[src/rtl/maxpool_layer1_if.sv]
// Shared memory bus and control strobes between the
// max-pool block and the layer memories.
interface maxpool_layer1_if #(
  parameter int DATA_WIDTH = 20,
  parameter int ADDR_WIDTH = 12
);
  logic                  start;
  logic                  busy;
  logic                  done;
  logic                  crd;
  logic [ADDR_WIDTH-1:0] caddr_rd;
  logic [DATA_WIDTH-1:0] cdata_rd;
  logic                  cwr;
  logic [ADDR_WIDTH-1:0] caddr_wr;
  logic [DATA_WIDTH-1:0] cdata_wr;
  logic [2:0]            csel;

  modport master (
    input  start, cdata_rd,
    output busy, done, crd, caddr_rd,
    output cwr, caddr_wr, cdata_wr, csel
  );

  modport slave (
    output start, cdata_rd,
    input  busy, done, crd, caddr_rd,
    input  cwr, caddr_wr, cdata_wr, csel
  );
endinterface

[src/rtl/maxpool_layer1.sv]
// 2x2 stride-2 max-pool: reads Layer 0 back over the
// shared bus and writes the pooled image into Layer 1.
module maxpool_layer1 #(
  parameter int DATA_WIDTH  = 20,
  parameter int ADDR_WIDTH  = 12,
  parameter int IMAGE_WIDTH = 64
) (
  input logic               clk,
  input logic               reset,
  maxpool_layer1_if.master  bus
);
  localparam int HALF = IMAGE_WIDTH / 2;
  localparam int CW   = $clog2(HALF);

  typedef enum logic [2:0] {
    IDLE, RD0, RD1, RD2, RD3, CMP, WR, FIN
  } state_t;

  state_t                r_state, w_next;
  logic [CW-1:0]         r_row, r_col;
  logic [CW-1:0]         w_row_nxt, w_col_nxt;
  logic [DATA_WIDTH-1:0] r_max, w_max_nxt;
  logic                  w_last, w_smp;

  logic                  w_rd;
  logic [ADDR_WIDTH-1:0] w_base, w_rd_addr, w_wr_addr;

  logic                  r_busy, r_done;
  logic                  r_crd, r_cwr;
  logic [2:0]            r_csel;
  logic [ADDR_WIDTH-1:0] r_caddr_rd, r_caddr_wr;
  logic [DATA_WIDTH-1:0] r_cdata_wr;

  always_ff @(posedge clk or negedge reset) begin
    if (!reset) begin
      r_state <= IDLE;
      r_row   <= '0;
      r_col   <= '0;
      r_max   <= '0;
    end else begin
      r_state <= w_next;
      r_row   <= w_row_nxt;
      r_col   <= w_col_nxt;
      r_max   <= w_max_nxt;
    end
  end

  always_comb begin
    w_next    = r_state;
    w_row_nxt = r_row;
    w_col_nxt = r_col;
    w_max_nxt = r_max;
    w_smp     = 1'b0;
    w_last    = (r_row == CW'(HALF-1)) &&
                (r_col == CW'(HALF-1));
    unique case (r_state)
      IDLE: if (bus.start) begin
        w_next    = RD0;
        w_row_nxt = '0;
        w_col_nxt = '0;
      end
      RD0: w_next = RD1;
      RD1: begin
        w_next    = RD2;
        w_max_nxt = bus.cdata_rd;
      end
      RD2: begin
        w_next = RD3;
        w_smp  = 1'b1;
      end
      RD3: begin
        w_next = CMP;
        w_smp  = 1'b1;
      end
      CMP: begin
        w_next = WR;
        w_smp  = 1'b1;
      end
      WR: begin
        w_next = w_last ? FIN : RD0;
        if (r_col == CW'(HALF-1)) begin
          w_col_nxt = '0;
          w_row_nxt = r_row + 1'b1;
        end else begin
          w_col_nxt = r_col + 1'b1;
        end
      end
      FIN: w_next = IDLE;
      default: w_next = IDLE;
    endcase
    // ties keep the held value
    if (w_smp && (bus.cdata_rd > r_max))
      w_max_nxt = bus.cdata_rd;
  end

  always_comb begin
    w_base = ADDR_WIDTH'(2 * int'(w_row_nxt) * IMAGE_WIDTH
                        + 2 * int'(w_col_nxt));
    w_wr_addr = ADDR_WIDTH'(int'(r_row) * HALF
                            + int'(r_col));
    w_rd      = 1'b0;
    w_rd_addr = w_base;
    unique case (w_next)
      RD0: w_rd = 1'b1;
      RD1: begin
        w_rd      = 1'b1;
        w_rd_addr = w_base + ADDR_WIDTH'(1);
      end
      RD2: begin
        w_rd      = 1'b1;
        w_rd_addr = w_base + ADDR_WIDTH'(IMAGE_WIDTH);
      end
      RD3: begin
        w_rd      = 1'b1;
        w_rd_addr = w_base + ADDR_WIDTH'(IMAGE_WIDTH + 1);
      end
      default: w_rd = 1'b0;
    endcase
  end

  // outputs registered from next state: stable all cycle
  always_ff @(posedge clk or negedge reset) begin
    if (!reset) begin
      r_busy     <= 1'b0;
      r_done     <= 1'b0;
      r_crd      <= 1'b0;
      r_cwr      <= 1'b0;
      r_csel     <= 3'b000;
      r_caddr_rd <= '0;
      r_caddr_wr <= '0;
      r_cdata_wr <= '0;
    end else begin
      r_busy <= (w_next != IDLE);
      r_done <= (w_next == FIN);
      r_crd  <= w_rd;
      r_cwr  <= (w_next == WR);
      r_csel <= w_rd ? 3'b001 :
                (w_next == WR) ? 3'b011 : 3'b000;
      if (w_rd)
        r_caddr_rd <= w_rd_addr;
      if (w_next == WR) begin
        r_caddr_wr <= w_wr_addr;
        r_cdata_wr <= w_max_nxt;
      end
    end
  end

  assign bus.busy     = r_busy;
  assign bus.done     = r_done;
  assign bus.crd      = r_crd;
  assign bus.cwr      = r_cwr;
  assign bus.csel     = r_csel;
  assign bus.caddr_rd = r_caddr_rd;
  assign bus.caddr_wr = r_caddr_wr;
  assign bus.cdata_wr = r_cdata_wr;
endmodule

[src/flat_wrapper.sv]
// flat-port wrapper written by rule: the top's interface ports become plain ports
module maxpool_layer1_flat 
#(
  parameter int DATA_WIDTH  = 20,
  parameter int ADDR_WIDTH  = 12,
  parameter int IMAGE_WIDTH = 64
)
  (clk, reset, bus_start, bus_cdata_rd, bus_busy, bus_done, bus_crd, bus_caddr_rd, bus_cwr, bus_caddr_wr, bus_cdata_wr, bus_csel);
  maxpool_layer1_if #(.DATA_WIDTH(DATA_WIDTH), .ADDR_WIDTH(ADDR_WIDTH)) bus_i ();
  input logic clk;
  input logic reset;
  input wire logic [$bits(bus_i.start)-1:0] bus_start;
  input wire logic [$bits(bus_i.cdata_rd)-1:0] bus_cdata_rd;
  output wire logic [$bits(bus_i.busy)-1:0] bus_busy;
  output wire logic [$bits(bus_i.done)-1:0] bus_done;
  output wire logic [$bits(bus_i.crd)-1:0] bus_crd;
  output wire logic [$bits(bus_i.caddr_rd)-1:0] bus_caddr_rd;
  output wire logic [$bits(bus_i.cwr)-1:0] bus_cwr;
  output wire logic [$bits(bus_i.caddr_wr)-1:0] bus_caddr_wr;
  output wire logic [$bits(bus_i.cdata_wr)-1:0] bus_cdata_wr;
  output wire logic [$bits(bus_i.csel)-1:0] bus_csel;
  assign bus_i.start = bus_start;
  assign bus_i.cdata_rd = bus_cdata_rd;
  assign bus_busy = bus_i.busy;
  assign bus_done = bus_i.done;
  assign bus_crd = bus_i.crd;
  assign bus_caddr_rd = bus_i.caddr_rd;
  assign bus_cwr = bus_i.cwr;
  assign bus_caddr_wr = bus_i.caddr_wr;
  assign bus_cdata_wr = bus_i.cdata_wr;
  assign bus_csel = bus_i.csel;
  maxpool_layer1 #(.DATA_WIDTH(DATA_WIDTH), .ADDR_WIDTH(ADDR_WIDTH), .IMAGE_WIDTH(IMAGE_WIDTH)) u_core (.clk(clk), .reset(reset), .bus(bus_i));
endmodule
[config.mk]
export PLATFORM = sky130hd
export DESIGN_NAME = maxpool_layer1_flat
export DESIGN_NICKNAME = d
export VERILOG_FILES = /design/src/rtl/maxpool_layer1_if.sv /design/src/rtl/maxpool_layer1.sv /design/src/flat_wrapper.sv
export SDC_FILE = /design/constraint.sdc
export NUM_CORES = 1
export LEC_CHECK = 0
export ABC_AREA = 0
export CAP_MARGIN = 20
export CORE_ASPECT_RATIO = 1.25
export CORE_MARGIN = 4
export CORE_UTILIZATION = 42
export CTS_CLUSTER_DIAMETER = 120
export DETAILED_ROUTE_END_ITERATION = 8
export GPL_ROUTABILITY_DRIVEN = 0
export PLACE_DENSITY = 0.73
export SLEW_MARGIN = 20
export SYNTH_ARGS = -nofsm -noshare
export SYNTH_HDL_FRONTEND = slang
export SYNTH_SLANG_ARGS = --single-unit
[constraint.sdc]
create_clock -name clk -period 3 [get_ports clk]
set_clock_uncertainty 0.2 [all_clocks]
set_input_delay 0.3 -clock clk [delete_from_list [all_inputs] [get_ports clk]]
set_output_delay 0.3 -clock clk [all_outputs]
set_load 0.05 [all_outputs]
Word level (Yosys, flattened, before mapping). Cells that the tools add are included.

$lt $le $gt $ge: 1. $add $sub $neg: 7. Reductions and logical operators: 6. Mux-type cells: 16. Eq/ne operators: 15.

Operators by type and width (count): $mux W20 (2); $pmux W12 S3 (1); $add A12 B7 Y12 const B (2); $pmux W3 S8 (1); $eq A3 B3 Y1 const B (7); $gt A20 B20 Y1 (1); $mux W5 (4); $pmux W5 S2 (2); $add A12 B1 Y12 const B (1); $add A12 B6 Y12 (1); $eq A3 B2 Y1 const B (4); $add A10 B5 Y11 (1); $add A5 B1 Y5 const B (2); $eq A5 B5 Y1 const B (2); $mux W3 (3); $eq A3 B1 Y1 const B (2); $reduce_or A4 Y1 (1); $logic_not A3 Y1 (1); $reduce_bool A3 Y1 (1); $reduce_or A3 Y1 (1); $logic_and A1 B1 Y1 (2); $mux W1 (2); $mux W2 (1).

Register bits after elaboration: 84. Bits of input ports: 23. Logic and storage cells: 57.

Logic depth before layout (Yosys ltp).
Depth after elaboration: 8. Depth in mapped cells: 10.

Worst setup path after synthesis. OpenSTA, ideal clock, no wires.

Path kind: reg2reg. Start: register u_core.r_col[0]. End: register u_core.r_caddr_rd[10] (netlist: u_core.bus.caddr_rd[10]). Cell stages (with the launch flop): 11. Slack: 390 ps. Arrival: 2286 ps. Period minus slack after synthesis: 2610 ps. Library setup time: 125 ps. Path through: dfrtp_1 ha_1 and3_1 ha_1 clkbuf_1 and2_1 o21ai_0 nand2_1 nand2_1 buf_1 mux2_2.

Cells in the longest elaborated chain, start to end: 7. Elaborated cells between the ends (all ways): 21. Those cells by class: add/sub: 5; eq/ne: 5; mux: 9; reduce/logical: 2.

RTL lines: start, declared (line maxpool_layer1.sv:20) `logic [CW-1:0] r_row, r_col;`; start signal, assigned (line maxpool_layer1.sv:43) `r_col <= w_col_nxt;`; $eq A5 B5 Y1 (*) (line maxpool_layer1.sv:55) `(r_col == CW'(HALF-1));`; $logic_and A1 B1 Y1 (*) (line maxpool_layer1.sv:54) `w_last = (r_row == CW'(HALF-1)) &&`; $mux W3 (*) (line maxpool_layer1.sv:80) `w_next = w_last ? FIN : RD0;`; $pmux W3 S8 (*) (line maxpool_layer1.sv:56) `unique case (r_state)`; $eq A3 B1 Y1, or another cell as far along (line maxpool_layer1.sv:103) `unique case (w_next)`; $reduce_or A4 Y1 (no line) (*); $mux W1 (*) (line maxpool_layer1.sv:103); net u_core.w_rd (line maxpool_layer1.sv:25) `logic w_rd;`; end signal, assigned (line maxpool_layer1.sv:140) `r_caddr_rd <= w_rd_addr;`; end, declared (line maxpool_layer1.sv:31) `logic [ADDR_WIDTH-1:0] r_caddr_rd, r_caddr_wr;`.

The timed path passes the listed nets; every way through them passes the cells marked *. A chain may end at the register's enable or synchronous reset.

Final worst setup path.
Start: input port bus_cdata_rd[15]. End: register u_core.r_cdata_wr[9] (netlist: u_core.bus.cdata_wr[9]).

Cells in the longest elaborated chain, start to end: 3.

RTL lines: start, declared (line flat_wrapper.sv:13) `input wire logic [$bits(bus_i.cdata_rd)-1:0] bus_cdata_rd;`; $gt A20 B20 Y1 (line maxpool_layer1.sv:92) `if (w_smp && (bus.cdata_rd > r_max))`; $logic_and A1 B1 Y1 (line maxpool_layer1.sv:92); $mux W20 (line maxpool_layer1.sv:92); net u_core.w_max_nxt[9] (line maxpool_layer1.sv:22) `logic [DATA_WIDTH-1:0] r_max, w_max_nxt;`; end signal, assigned (line maxpool_layer1.sv:143) `r_cdata_wr <= w_max_nxt;`; end, declared (line maxpool_layer1.sv:32) `logic [DATA_WIDTH-1:0] r_cdata_wr;`.

The timed path passes the listed nets, and every way through them passes these cells.

==> run summary <==
vias post-DR -> 2506
detailed-placement wirelength estimate -> 5460 µm
CTS clk-pin slew, worst paths -> 0.07 ns
Synth area leaders -> sky130_fd_sc_hd__dfrtp_1 53%, sky130_fd_sc_hd__mux2_2 12%, sky130_fd_sc_hd__mux2_4 8.3%
Worst Tran Pin Value -> 0.710 ns
Port Buf Inserts -> 70
Hold Worst Slack -> 0.306 ns
wire length of the first global-routing pass -> 12800 µm
Max Transition Viols Final -> 0
highest cell delay on the worst timing path -> 0.44 ns
routed wirelength normalized by instance count -> 15.1 µm
Overflow after GRT -> 0
Clock Sink Count -> 81
Clk Latency, worst-skew pair -> 0.35 ns
Clk Tree Root Cell -> sky130_fd_sc_hd__clkbuf_8
vias in the first global route -> 2644
antenna diode instance count -> 0
final antenna-violating net count -> 0
TritonCTS clock tree -> built
cell with the largest stage delay on the worst path -> sky130_fd_sc_hd__clkdlybuf4s50_1
kind of path behind the tightest hold check -> reg2reg
final critical path time including I/O delays and setup -> 2.81 ns
fill count -> 742
reg-to-reg startpoint -> u_core.r_max[15]
num rows -> 38
combinational fraction of design power -> 0.519
met3 WL -> 381 µm
share of Yosys cell area claimed by the top area cell type -> 0.533
cell chain of the critical path -> clkdlybuf4s50_1 > ha_1 > nand4_2 > nor4_1 > nand3_1 > nand3b_1 > a32o_2 > buf_12 > mux2_4 > mux2_2
most frequent cells in the layout -> 81 x sky130_fd_sc_hd__dfrtp_1, 69 x sky130_fd_sc_hd__clkdlybuf4s50_1, 39 x sky130_fd_sc_hd__mux2_2
nature of the critical path startpoint -> primary input
most area-hungry cell type in the Yosys netlist -> sky130_fd_sc_hd__dfrtp_1
Fmax achieved -> 356 MHz
worst path arrival time -> 2.83 ns
maximum number of pins on one net before global-route repair -> 82
max-slew headroom at the worst pin -> 0.527
Final setup violation count -> 0
total iterations of the first detailed-routing run -> 4
antenna violations before repair -> 0
mean instance size in the synthesized netlist -> 12.6 µm²
share of cells above drive strength 1 -> 0.228
routed wire length -> 7640 µm
path length in cells of the critical path -> 10
I/O pin count -> 74
WL met2 -> 3930 µm
number of gates resized after CTS -> 0
clock buffer count from CTS -> 9
flop2flop setup slack -> 0.22 ns
die area -> 10700 µm²
remaining routing DRC violations -> 0
largest buffer count on any clock path -> 2
number of warning messages in the yosys log -> 0
number of nets in the layout -> 428
synth-to-layout area growth -> 29.2%
hold path endpoint -> u_core.bus.cdata_wr[16]
peak ir drop on the vdd network -> 0.000500 V
area taken by flip-flops and latches -> 2030 µm²
Seq pwr share -> 0.318
Final Hold Vio Count -> 0
cell internal pwr -> 3.25 mW
PD cells -> 1110 nW/µm²
initial core utilization -> 0.435
distinct cell type count of the synthesized netlist -> 37
run status -> completed
worst flop-to-flop path endpoint -> u_core.bus.cdata_wr[9]
post-CTS setup repair buffer count -> 0
Max-Cap Viols -> 0
sequential cell area fraction in the yosys report -> 0.533
most common cell after layout, fill and taps aside -> sky130_fd_sc_hd__dfrtp_1
Multi-input gate area -> 1620 µm²
number of hold buffers added after CTS -> 1
synthesis-stage register bit count -> 81
H-Tree Depth -> 3
detailed router's first-iteration violation count -> 87
Hold Crit Depth -> 1
startpoint-to-endpoint class of the critical path -> in2reg
Crit path buffers/inverters -> 2
kind of end point of the critical path -> flop
width of the die -> 93.1 µm
worst path required time -> 3.03 ns
setup_tns -> 0 ns
setup repair after global routing missed its margin -> no
overall routing resource usage -> 0.155
startpoint of the worst hold path -> u_core.bus.cdata_wr[16]
routed metal-1 wirelength -> 3210 µm
final critical-path share of the clock period -> 0.935
area of the placeable core -> 8750 µm²
NetSw -> 2.19 mW
proportion of total power due to net switching -> 0.402
number of cells on the worst reg-to-reg path -> 10
top layer reached by signal wires -> met4
synthesized cell area -> 3810 µm²
DR vias/cell -> 4.95
die height -> 114 µm
cells after synthesis -> 302
delay-heaviest family, CP -> simple AND/OR/NAND/NOR gates
leakage component of the power -> 2.35 nW
clock share of power -> 0.163
maximum net fanout on the critical path -> 11
[worst max-delay path by stage]
| stage | from | endpoint |
|---|---|---|
| 2_1_floorplan | u_core.r_col[0] | u_core.bus.caddr_rd[10] |
| 3_3_place_gp | bus_cdata_rd[15] | u_core.bus.cdata_wr[1] |
| 3_5_place_dp | bus_cdata_rd[15] | u_core.bus.cdata_wr[3] |
| 4_1_cts | u_core.r_max[15] | u_core.bus.cdata_wr[2] |
| 5_1_grt | u_core.r_max[14] | u_core.bus.cdata_wr[19] |
| 6_report | bus_cdata_rd[15] | u_core.bus.cdata_wr[9] |
[cell families (layout without fill, tap and decap cells)]
| group | count (synthesis) | in the layout | share of synthesized area |
|---|---|---|---|
| compound gates | 45 | 45 | 0.0723 |
| fa+ha+maj | 24 | 24 | 0.0789 |
| buf+inv | 38 | 120 | 0.0457 |
| flops | 81 | 81 | 0.533 |
| mux | 60 | 60 | 0.198 |
| other cells | 1 | 3 | 0.000985 |
| simple gates | 53 | 53 | 0.0713 |
[registers in the layout, indices dropped and copies added, names as in the netlist]
register and flops:
u_core.bus.cwr 1, u_core.bus.caddr_rd 12, u_core.r_state 3, u_core.bus.caddr_wr 10, u_core.r_col 5, u_core.bus.cdata_wr 20
u_core.r_row 5, u_core.bus.busy 1, u_core.bus.crd 1, u_core.bus.done 1, u_core.bus.csel 2, u_core.r_max 20
[power groups by stage]
stage	logic (mW)	registers, mW	clock network, mW
4_1_cts	2.87	1.73	0.919
3_3_place_gp	2.80	1.74	0
2_1_floorplan	1.32	2.42	0
3_5_place_dp	2.85	1.75	0
5_1_grt	3.03	1.79	0.965
6_report	2.83	1.73	0.886
[stage by stage]
step | std cells | instance area [µm²] | utilization | total power [mW] | setup slack [ns]
after floorplan | 304 | 3810 | - | 3.74 | 0.390
after global placement | 489 | 4680 | 0.535 | 4.54 | -0.0863
after detailed placement | 489 | 4680 | 0.535 | 4.60 | -0.184
after CTS | 506 | 4910 | 0.561 | 5.52 | 0.182
after global routing | 506 | 4920 | 0.562 | 5.78 | 0.000781
final | 506 | 4920 | 0.562 | 5.44 | 0.195
[synthesized netlist by cell type]
| master | n |
|---|---|
| sky130_fd_sc_hd__dfrtp_1 | 81 |
| sky130_fd_sc_hd__mux2_2 | 39 |
| sky130_fd_sc_hd__ha_1 | 24 |
| sky130_fd_sc_hd__inv_1 | 23 |
| sky130_fd_sc_hd__mux2_4 | 21 |
| sky130_fd_sc_hd__nand2_1 | 19 |
| sky130_fd_sc_hd__o21ai_0 | 15 |
| sky130_fd_sc_hd__a21oi_1 | 13 |
| sky130_fd_sc_hd__nor2_1 | 6 |
| sky130_fd_sc_hd__clkbuf_1 | 5 |
| sky130_fd_sc_hd__a21o_1 | 4 |
| sky130_fd_sc_hd__and3_1 | 4 |
| sky130_fd_sc_hd__buf_2 | 4 |
| sky130_fd_sc_hd__nand3_1 | 4 |
| sky130_fd_sc_hd__nand4_1 | 4 |
| sky130_fd_sc_hd__buf_4 | 3 |
| sky130_fd_sc_hd__nand2b_1 | 3 |
| sky130_fd_sc_hd__a22o_1 | 2 |
| sky130_fd_sc_hd__a32o_1 | 2 |
| sky130_fd_sc_hd__and2_1 | 2 |
| sky130_fd_sc_hd__buf_6 | 2 |
| sky130_fd_sc_hd__nor2b_1 | 2 |
| sky130_fd_sc_hd__nor3_1 | 2 |
| sky130_fd_sc_hd__nor3b_1 | 2 |
| sky130_fd_sc_hd__nor4_1 | 2 |
| sky130_fd_sc_hd__o21bai_1 | 2 |
| sky130_fd_sc_hd__o31ai_1 | 2 |
| sky130_fd_sc_hd__a211oi_1 | 1 |
| sky130_fd_sc_hd__a22oi_1 | 1 |
| sky130_fd_sc_hd__a32o_2 | 1 |
| sky130_fd_sc_hd__buf_1 | 1 |
| sky130_fd_sc_hd__conb_1 | 1 |
| sky130_fd_sc_hd__nand3b_1 | 1 |
| sky130_fd_sc_hd__nand4_2 | 1 |
| sky130_fd_sc_hd__o21ai_1 | 1 |
| sky130_fd_sc_hd__o22ai_1 | 1 |
| sky130_fd_sc_hd__or2_2 | 1 |
[routing by layer]
metal  global-route usage  vias up
met3               0.0454       11
met4               0.0596        0
met2                0.262       58
met1                0.185     1223
li1                     -     1214
met5                    0        -
[cell type report]
cell class,instances,share of cell area
sequential,81,0.412
multi-input combinational,185,0.329
timing repair buffer,81,0.165
clock buffer,14,0.0331
tap,120,0.0305
inverter,23,0.0176
clock inverter,2,0.0122
Note: power is estimated with default switching activity, not from simulation.
